[src/rtl/acc_core.sv]
// ---------------------------------------------------------------------------
// acc_core -- fetch/execute sequencer for the small processor.
//
// Drives the ROM address from the program counter, registers the returned
// 17-bit instruction word {op[16:15], imm[14:0]} and executes it against a
// signed, wrapping accumulator. OUT results leave on a valid/ready port.
//
// Ports
//   clk        system clock, all state updates on the rising edge
//   rst        synchronous active-high reset
//   start      begin execution (honoured only in IDLE or HALT)
//   rom_addr   ROM address, always equal to pc
//   rom_data   combinational ROM word {op, imm}
//   out_data   accumulator value emitted by OUT
//   out_tag    imm[3:0] of the OUT instruction
//   out_valid  out_data/out_tag valid
//   out_ready  consumer accepts when high together with out_valid
//   acc        current accumulator (observe)
//   busy       high in FETCH, EXEC and OUT_WAIT
//   halted     high in HALT
//
// state    | meaning
// ---------+-----------------------------------------------------------
// IDLE     | after reset, waiting for start
// FETCH    | latch rom_data at pc into ir
// EXEC     | apply the latched instruction
// OUT_WAIT | result presented, waiting for out_ready
// HALT     | self-jump seen, waiting for start to restart from 0
// ---------------------------------------------------------------------------
module acc_core #(
    parameter int ACC_W = 16,
    parameter int PC_W  = 4
) (
    input  logic             clk,
    input  logic             rst,
    input  logic             start,
    output logic [PC_W-1:0]  rom_addr,
    input  logic [16:0]      rom_data,
    output logic [ACC_W-1:0] out_data,
    output logic [3:0]       out_tag,
    output logic             out_valid,
    input  logic             out_ready,
    output logic [ACC_W-1:0] acc,
    output logic             busy,
    output logic             halted
);

    typedef enum logic [2:0] {
        S_IDLE     = 3'd0,
        S_FETCH    = 3'd1,
        S_EXEC     = 3'd2,
        S_OUT_WAIT = 3'd3,
        S_HALT     = 3'd4
    } state_t;

    localparam logic [1:0] OP_ADD = 2'd0;
    localparam logic [1:0] OP_JMP = 2'd1;
    localparam logic [1:0] OP_BNZ = 2'd2;
    localparam logic [1:0] OP_OUT = 2'd3;

    state_t             r_state;
    logic [PC_W-1:0]    r_pc;
    logic [ACC_W-1:0]   r_acc;
    logic [16:0]        r_ir;
    logic [ACC_W-1:0]   r_out_data;
    logic [3:0]         r_out_tag;
    logic               r_out_valid;

    state_t             w_state_nxt;
    logic [PC_W-1:0]    w_pc_nxt;
    logic [ACC_W-1:0]   w_acc_nxt;
    logic [16:0]        w_ir_nxt;
    logic [ACC_W-1:0]   w_out_data_nxt;
    logic [3:0]         w_out_tag_nxt;
    logic               w_out_valid_nxt;

    logic [1:0]         w_op;
    logic [14:0]        w_imm;
    logic [ACC_W-1:0]   w_imm_sext;
    logic [PC_W-1:0]    w_target;
    logic [PC_W-1:0]    w_pc_inc;

    assign w_op       = r_ir[16:15];
    assign w_imm      = r_ir[14:0];
    // Signed cast before resizing replicates imm[14] into the upper bits.
    assign w_imm_sext = ACC_W'($signed(w_imm));
    assign w_target   = w_imm[PC_W-1:0];
    assign w_pc_inc   = r_pc + PC_W'(1);

    always_ff @(posedge clk) begin
        if (rst) begin
            r_state     <= S_IDLE;
            r_pc        <= '0;
            r_acc       <= '0;
            r_ir        <= '0;
            r_out_data  <= '0;
            r_out_tag   <= '0;
            r_out_valid <= 1'b0;
        end else begin
            r_state     <= w_state_nxt;
            r_pc        <= w_pc_nxt;
            r_acc       <= w_acc_nxt;
            r_ir        <= w_ir_nxt;
            r_out_data  <= w_out_data_nxt;
            r_out_tag   <= w_out_tag_nxt;
            r_out_valid <= w_out_valid_nxt;
        end
    end

    always_comb begin
        w_state_nxt     = r_state;
        w_pc_nxt        = r_pc;
        w_acc_nxt       = r_acc;
        w_ir_nxt        = r_ir;
        w_out_data_nxt  = r_out_data;
        w_out_tag_nxt   = r_out_tag;
        w_out_valid_nxt = r_out_valid;

        unique case (r_state)
            S_IDLE: begin
                if (start) begin
                    w_state_nxt = S_FETCH;
                end
            end

            S_FETCH: begin
                w_ir_nxt    = rom_data;
                w_state_nxt = S_EXEC;
            end

            S_EXEC: begin
                w_state_nxt = S_FETCH;
                unique case (w_op)
                    OP_ADD: begin
                        w_acc_nxt = r_acc + w_imm_sext;
                        w_pc_nxt  = w_pc_inc;
                    end
                    OP_JMP: begin
                        // A jump to itself can never make progress: park in HALT.
                        if (w_target == r_pc) begin
                            w_state_nxt = S_HALT;
                        end else begin
                            w_pc_nxt = w_target;
                        end
                    end
                    OP_BNZ: begin
                        w_pc_nxt = (r_acc != '0) ? w_target : w_pc_inc;
                    end
                    OP_OUT: begin
                        // pc advances only once the consumer takes the result.
                        w_out_data_nxt  = r_acc;
                        w_out_tag_nxt   = w_imm[3:0];
                        w_out_valid_nxt = 1'b1;
                        w_state_nxt     = S_OUT_WAIT;
                    end
                    default: ;
                endcase
            end

            S_OUT_WAIT: begin
                if (out_ready) begin
                    w_out_valid_nxt = 1'b0;
                    w_pc_nxt        = w_pc_inc;
                    w_state_nxt     = S_FETCH;
                end
            end

            S_HALT: begin
                if (start) begin
                    w_pc_nxt    = '0;
                    w_acc_nxt   = '0;
                    w_state_nxt = S_FETCH;
                end
            end

            default: begin
                w_state_nxt = S_IDLE;
            end
        endcase
    end

    assign rom_addr  = r_pc;
    assign acc       = r_acc;
    assign out_data  = r_out_data;
    assign out_tag   = r_out_tag;
    assign out_valid = r_out_valid;
    assign busy      = (r_state == S_FETCH) || (r_state == S_EXEC) || (r_state == S_OUT_WAIT);
    assign halted    = (r_state == S_HALT);

endmodule
[config.mk]
export PLATFORM = sky130hd
export DESIGN_NAME = acc_core
export DESIGN_NICKNAME = d
export VERILOG_FILES = /design/src/rtl/acc_core.sv
export SDC_FILE = /design/constraint.sdc
export NUM_CORES = 1
export LEC_CHECK = 0
export CORE_MARGIN = 2
export CORE_UTILIZATION = 23
export DETAILED_ROUTE_END_ITERATION = 10
export HOLD_SLACK_MARGIN = 0.06
export PLACE_DENSITY_LB_ADDON = 0.25
export RECOVER_POWER = 100
export SLEW_MARGIN = 10
export SYNTH_ARGS = -nofsm -noshare
export SYNTH_HDL_FRONTEND = slang
export SYNTH_SLANG_ARGS = --single-unit
[constraint.sdc]
create_clock -name clk -period 4.1 [get_ports clk]
set_input_delay 0.82 -clock clk [delete_from_list [all_inputs] [get_ports clk]]
set_output_delay 0.82 -clock clk [all_outputs]
set_load 0.03 [all_outputs]
==> metrics, run 1 <==
YS warnings=0; initial antenna violation count=0; die area=14800 µm²; port bufs=63; CTS tree=done; chip height=121 µm; endpoints failing setup=0; Syn Inst Count=406; Worst-path clk slew=0.05 ns; Post-DP HPWL=roughly 6700 µm; first-pass detailed-route iteration total=4; pin count of the biggest net entering global routing=34; DIE WIDTH=between 100 and 150 µm; clk sinks=slightly above 60; Hold Fails Final Rpt=0; io pins=64; Startpoint Class=primary input; Num CTS Buffers=9; Worst-Margin Slew=around 1.5 ns; vias per cell=4.61; dominant cell type by area after synthesis=dfxtp_1; PwrDens=357 nW/µm²; synth top area cells=dfxtp_1 (38%), nand2_1 (11%), a21oi_1 (10%); clk_lat worst skew=between 0.3 and 0.4 ns; CTS Hold Bufs=0; post-synthesis compound-gate area fraction=22.6%; crit path DAT=slightly above 3 ns; Routed WL=around 9000 µm; htree depth=3; antenna-violating nets left=0; Net count, final=between 500 and 600; status=complete, but fails checks; root buf cell=clkbuf_16; synthesis-to-layout area growth=34.0%; RD Place Congestion=a little over 0.8; wire length per cell=13.7 µm; post-synth top area share=38.5%; CP endpoint kind=register; first-pass GRT wire length=14100 µm; GRT overflow=0; part of the cycle the worst path needs=a little under three quarters; TNS Setup=0 ns; # fillers=1444; minimum clock period=2.92 ns; adder-cell share of the synthesized area=8.51%; clk_skew=0.00647 ns; leakage=1.74 nW; post-cts resize count=0; dpl cells=629; n_diodes=0; max-slew violations=34; worst hold path class=reg2reg; failing checks=max-capacitance violations, max-slew violations; Synth cell types=44; non-filler cells, final=644; FMAX=342 MHz; Fin Hold WS=0.448 ns; syn_nets=448; Post-Synth XOR/XNOR Area=3.04%; CORE AREA=13300 µm²; cell area after synthesis=3170 µm²; Starting Density=about a quarter; DRC violations left=0; worst endpoint required time=between 4 and 5 ns; vias=2972; Worst Setup Path Type=in2reg; CTS Buffer Depth=2; share of layout cells above drive strength 1=4.06%; Total GRT Usage=roughly 12%; RSZ-0062 raised after global routing=no; cell area after layout=4250 µm²; multiplexer area fraction after synthesis=0%; crit-path max FO=33; Avg Synthesized Cell Area=7.82 µm²; total setup buffers inserted after CTS=0; vias in the first global route=approximately 2700; combinational family with the most area after synthesis=simple AND/OR/NAND/NOR gates; Placed Instance Area=3970 µm²; row count=42; peak supply drop=between 0.15 and 0.2 mV; Initial DRC Count=127; sequential area share after synthesis=38.5%; max_cap viols=1; Post-Synth Simple-Gate Area=23.8%; Yosys reg bits=61; Slew HR=-0.570%
==> per-layer routing <==
metal | vias to the layer above | track usage (%) | routed length, µm
met5 | - | 0 | 0
met4 | 0 | 4.53 | 143
met3 | 13 | 3.24 | 396
met2 | 60 | 18.8 | 3950
met1 | 1355 | 16.8 | 4350
li1 | 1544 | - | -
==> worst max-delay path: stages <==
cell and delay (ns):
clkbuf_1 1.07, clkbuf_1 0.88, or3_1 0.23, o32ai_1 0.08
==> report_power, final <==
group          internal (mW)  switching [mW]  total (mW)
clock                  0.500           0.256       0.757
combinational         0.0563          0.0779       0.134
sequential             0.608          0.0186       0.626
==> synth_stat cells (all sizes together) <==
library cell,instances
a21oi,65
a211oi,1
nand3b,2
nand2b,2
nor4,4
a22o,3
a32o,4
a32oi,3
or4,2
a21bo,2
inv,11
nand2,93
a221oi,2
a21o,7
nor2,21
nor3b,1
ha,20
xnor2,7
dfxtp,61
and2,6
o211ai,5
buf,2
a31oi,2
or2,2
xor2,4
or3,4
o31ai,4
nand4bb,1
o21a,2
fa,1
clkbuf,17
nand3,8
nand4,2
nor3,6
and3,4
and4,2
a22oi,5
o32ai,1
nor2b,6
o21ai,11
==> final timing paths <==
check / from / to / slack (ns) / cells past startpoint
hold / removal: out_data[3] / out_data[3] / 0.45 / 2
setup reg to reg: r_ir[0] / acc[12] / 1.54 / 9
setup / recovery: rst / rom_addr[3] / 1.18 / 4
hold reg to reg: out_data[3] / out_data[3] / 0.45 / 2
==> sequential cells by signal, summed over array words and instances (netlist names) <==
register   cells
acc           16
out_data      16
out_tag        4
out_valid      1
r_ir          17
r_state        3
rom_addr       4
==> metrics by stage <==
stage / utilization, % / power [mW] / setup WS [ns]
finish: 31.9 / 1.52 / 1.18
global route: 31.9 / 1.58 / 0.831
CTS: 31.9 / 1.54 / 1.28
detailed placement: 29.7 / 0.776 / 1.57
global placement: 29.7 / 0.775 / 1.56
floorplan: - / 0.721 / 1.67
==> layout by cell type (no fill, tap or decap), types with 2 or more instances in the layout <==
master | Yosys | routed
buf_4 | 0 | 2
xnor2_1 | 7 | 7
a32oi_1 | 3 | 3
o31ai_1 | 4 | 4
nor2_1 | 21 | 21
nand2b_1 | 2 | 2
clkbuf_8 | 0 | 2
o21a_1 | 2 | 2
dlygate4sd3_1 | 0 | 43
and3_1 | 3 | 3
and2_1 | 6 | 6
dfxtp_1 | 61 | 61
a22oi_1 | 5 | 5
a22o_1 | 3 | 3
a31oi_1 | 2 | 2
nand4_1 | 2 | 2
nand3_1 | 8 | 8
a21o_1 | 7 | 7
o211ai_1 | 4 | 5
or3_1 | 3 | 3
nand3b_1 | 2 | 2
a32o_1 | 4 | 4
nand2_1 | 93 | 93
o21ai_0 | 10 | 11
clkdlybuf4s50_1 | 0 | 19
xor2_1 | 4 | 4
a221oi_1 | 2 | 2
nor4_1 | 4 | 4
nor2b_1 | 6 | 6
clkbuf_16 | 0 | 9
or4_1 | 2 | 2
inv_1 | 11 | 11
nor3_1 | 6 | 6
a21oi_1 | 65 | 65
clkbuf_1 | 17 | 5
a21bo_2 | 2 | 2
and4_1 | 2 | 2
ha_1 | 20 | 20
==> cell families after synthesis <==
group / after synthesis
AOI/OAI and AO/OA: 117
adders and majority gates: 21
xor gates and xnor gates: 11
DFF: 61
and+or+nand+nor: 166
buffers and inverters: 30
==> layout make-up <==
| class | count | area [µm²] | area share (%) |
|---|---|---|---|
| clock inverters | 1 | 30.0 | 0.706 |
| clock buffers | 14 | 264 | 6.21 |
| repair buffers | 66 | 643 | 15.1 |
| multi-input cells | 315 | 1830 | 43.1 |
| inverters | 11 | 41.3 | 0.971 |
| well taps | 176 | 220 | 5.18 |
| flip-flops and latches | 61 | 1220 | 28.7 |
(Power assumes the default switching activity.)
==> run 2, diff against run 1 <==
==> constraint.sdc (replaced) <==
create_clock -name clk -period 2.9 [get_ports clk]
set_input_delay 0.58 -clock clk [delete_from_list [all_inputs] [get_ports clk]]
set_output_delay 0.58 -clock clk [all_outputs]
set_load 0.03 [all_outputs]
==> run 2 against run 1 <==
Net effect: the flow now finishes without violations; die area unchanged; largest cell class unchanged; critical path depth unchanged; via count up 0.94%; clock skew down 0.0011 ns; clock power up 43%; global-route usage up 0.51 points; highest routed layer unchanged.
==> metrics, run 2 (synthesis results as in run 1) <==
Starting Density=23.8% (unchanged); max_cap viols=0 (-1); minimum clock period=2.62 ns; post-cts resize count=0 (unchanged); vias per cell=4.63 (+0.32%); DIE WIDTH=121 µm (unchanged); slowest CP cell=dlygate4sd3_1; CTS Buffer Depth=2 (unchanged); clk_lat worst skew=0.34 ns (about the same); RD Place Congestion=0.887 (+7.6%); power share of the sequential group=40.7% (-0.6 points); Net count, final=511 (+0.99%); antenna-violating nets left=0 (unchanged); commonest non-fill, non-tap cell in the layout=nand2_1; Comb power frac=9.2% (+0.4 points); max-slew violations=0 (-100%); DRC violations left=0 (unchanged); worst endpoint required time=2.32 ns (-1.96 ns); Total GRT Usage=12.9% (+0.51 points); clk sinks=61 (unchanged); PwrDens=504 nW/µm² (+41%); Worst-path clk slew=0.05 ns (about the same); most frequent cells in the layout=nand2_1 (93), a21oi_1 (65), dfxtp_1 (61), dlygate4sd3_1 (44), nor2_1 (21); crit-path max FO=8 (-76%); Worst-Margin Slew=1.21 ns (-0.302 ns); FMAX=382 MHz; wire length per cell=14.0 µm (+1.9%); r2r worst-path depth=9 (unchanged); peak supply drop=0.256 mV (+48%); crit-path max cell delay=0.74 ns (-0.33 ns); Crit path depth=4 (unchanged); hold-critical path depth=2 (unchanged); Hold Fails Final Rpt=0 (unchanged); io pins=64 (unchanged); die area=14800 µm² (unchanged); initial antenna violation count=0 (unchanged); port bufs=63 (unchanged); Largest Register=r_ir; FF-to-FF setup slack=0.34 ns (-1.20 ns); Placed Instance Area=4010 µm² (+0.95%); worst hold path class=reg2reg; leakage=1.77 nW (+1.6%); root buf cell=clkbuf_16; Startpoint Class=register; TNS Setup=0 ns (unchanged); chip height=121 µm (unchanged); Routed WL=9070 µm (+2.5%); Num CTS Buffers=9 (unchanged); worst path bufs/invs=2 (unchanged); Post-DP HPWL=6900 µm (+3.3%); Sw Pwr=498 µW (+41%); CP endpoint kind=output port; cell area after layout=4290 µm² (+0.97%); Initial DRC Count=116 (-8.7%); Slew HR=19.6% (+20 points); vias=3000 (+0.94%); max FFs per register=17 (unchanged); endpoints failing setup=0 (unchanged); Worst Setup Path Type=reg2out; GRT overflow=0 (unchanged); status=finished, final reports clean; crit path DAT=2.04 ns (-1.06 ns); CTS tree=done; Pint=1.67 mW (+43%); pin count of the biggest net entering global routing=24 (-29%); clk_skew=0.00533 ns (-0.00114 ns); clock power share=50.1% (+0.2 points); CP delay by family, top=buffers and inverters; synthesis-to-layout area growth=35.3%; switching portion of total power=23.0% (-0.27 points); Final Power=2.17 mW (+43%); CORE AREA=13300 µm² (unchanged); first-pass GRT wire length=14700 µm (+4.4%); share of layout cells above drive strength 1=5.30% (+1.2 points); htree depth=3 (unchanged); RSZ-0062 raised after global routing=no; part of the cycle the worst path needs=between 90% and 100%; crit-path cells=nand2b_1 -> or2_2 -> inv_1 -> dlygate4sd3_1; CTS Hold Bufs=0 (unchanged); first-pass detailed-route iteration total=5 (+1); row count=42 (unchanged); vias in the first global route=2849 (+3.9%); total setup buffers inserted after CTS=0 (unchanged); n_diodes=0 (unchanged)
run 2: power groups by stage:
stage	Combinational [mW]	Clock, mW	Sequential (mW)
after floorplan	0.121	0	0.898
after CTS	0.205	1.11	0.881
after detailed placement	0.205	0	0.898
after global placement	0.204	0	0.898
after global routing	0.223	1.14	0.884
final	0.199	1.08	0.881
run 2: routing by layer:
layer  wire, µm  GRT usage [%]
met5          0              0
met4        201           6.54
met3        463           3.34
met2       4030           19.5
met1       4370           16.9
run 2: worst min-delay path: cells and delay by family, from the launching register on:
family	cells	cell delay [ns]
flops	1	0.30
simple gates	1	0.05
compound gates	1	0.05
run 2: path summary, 6_finish.rpt:
path	from	endpoint
min	out_data[9]	out_data[9]
min reg2reg	out_data[9]	out_data[9]
max reg2reg	r_ir[0]	acc[12]
max	r_state[1]	halted
run 2: area by class of cell:
cell class / count / area [µm²]
Clock buffer: 13 / 270
Clock inverter: 1 / 30.0
Fill cell: 1439 / 9050
Inverter: 11 / 41.3
Multi-Input combinational cell: 315 / 1830
Sequential cell: 61 / 1220
Tap cell: 176 / 220
Timing Repair Buffer: 71 / 678
run 2: metrics by stage:
step	hold WS (ns)	util [%]	cells	setup WS, ns
finish	0.448	32.2	648	0.283
global route	0.473	32.2	648	0.183
CTS	0.457	32.3	648	0.341
detailed placement	0.450	30.0	634	0.505
global placement	0.445	30.0	634	0.581
floorplan	0.440	-	406	0.474
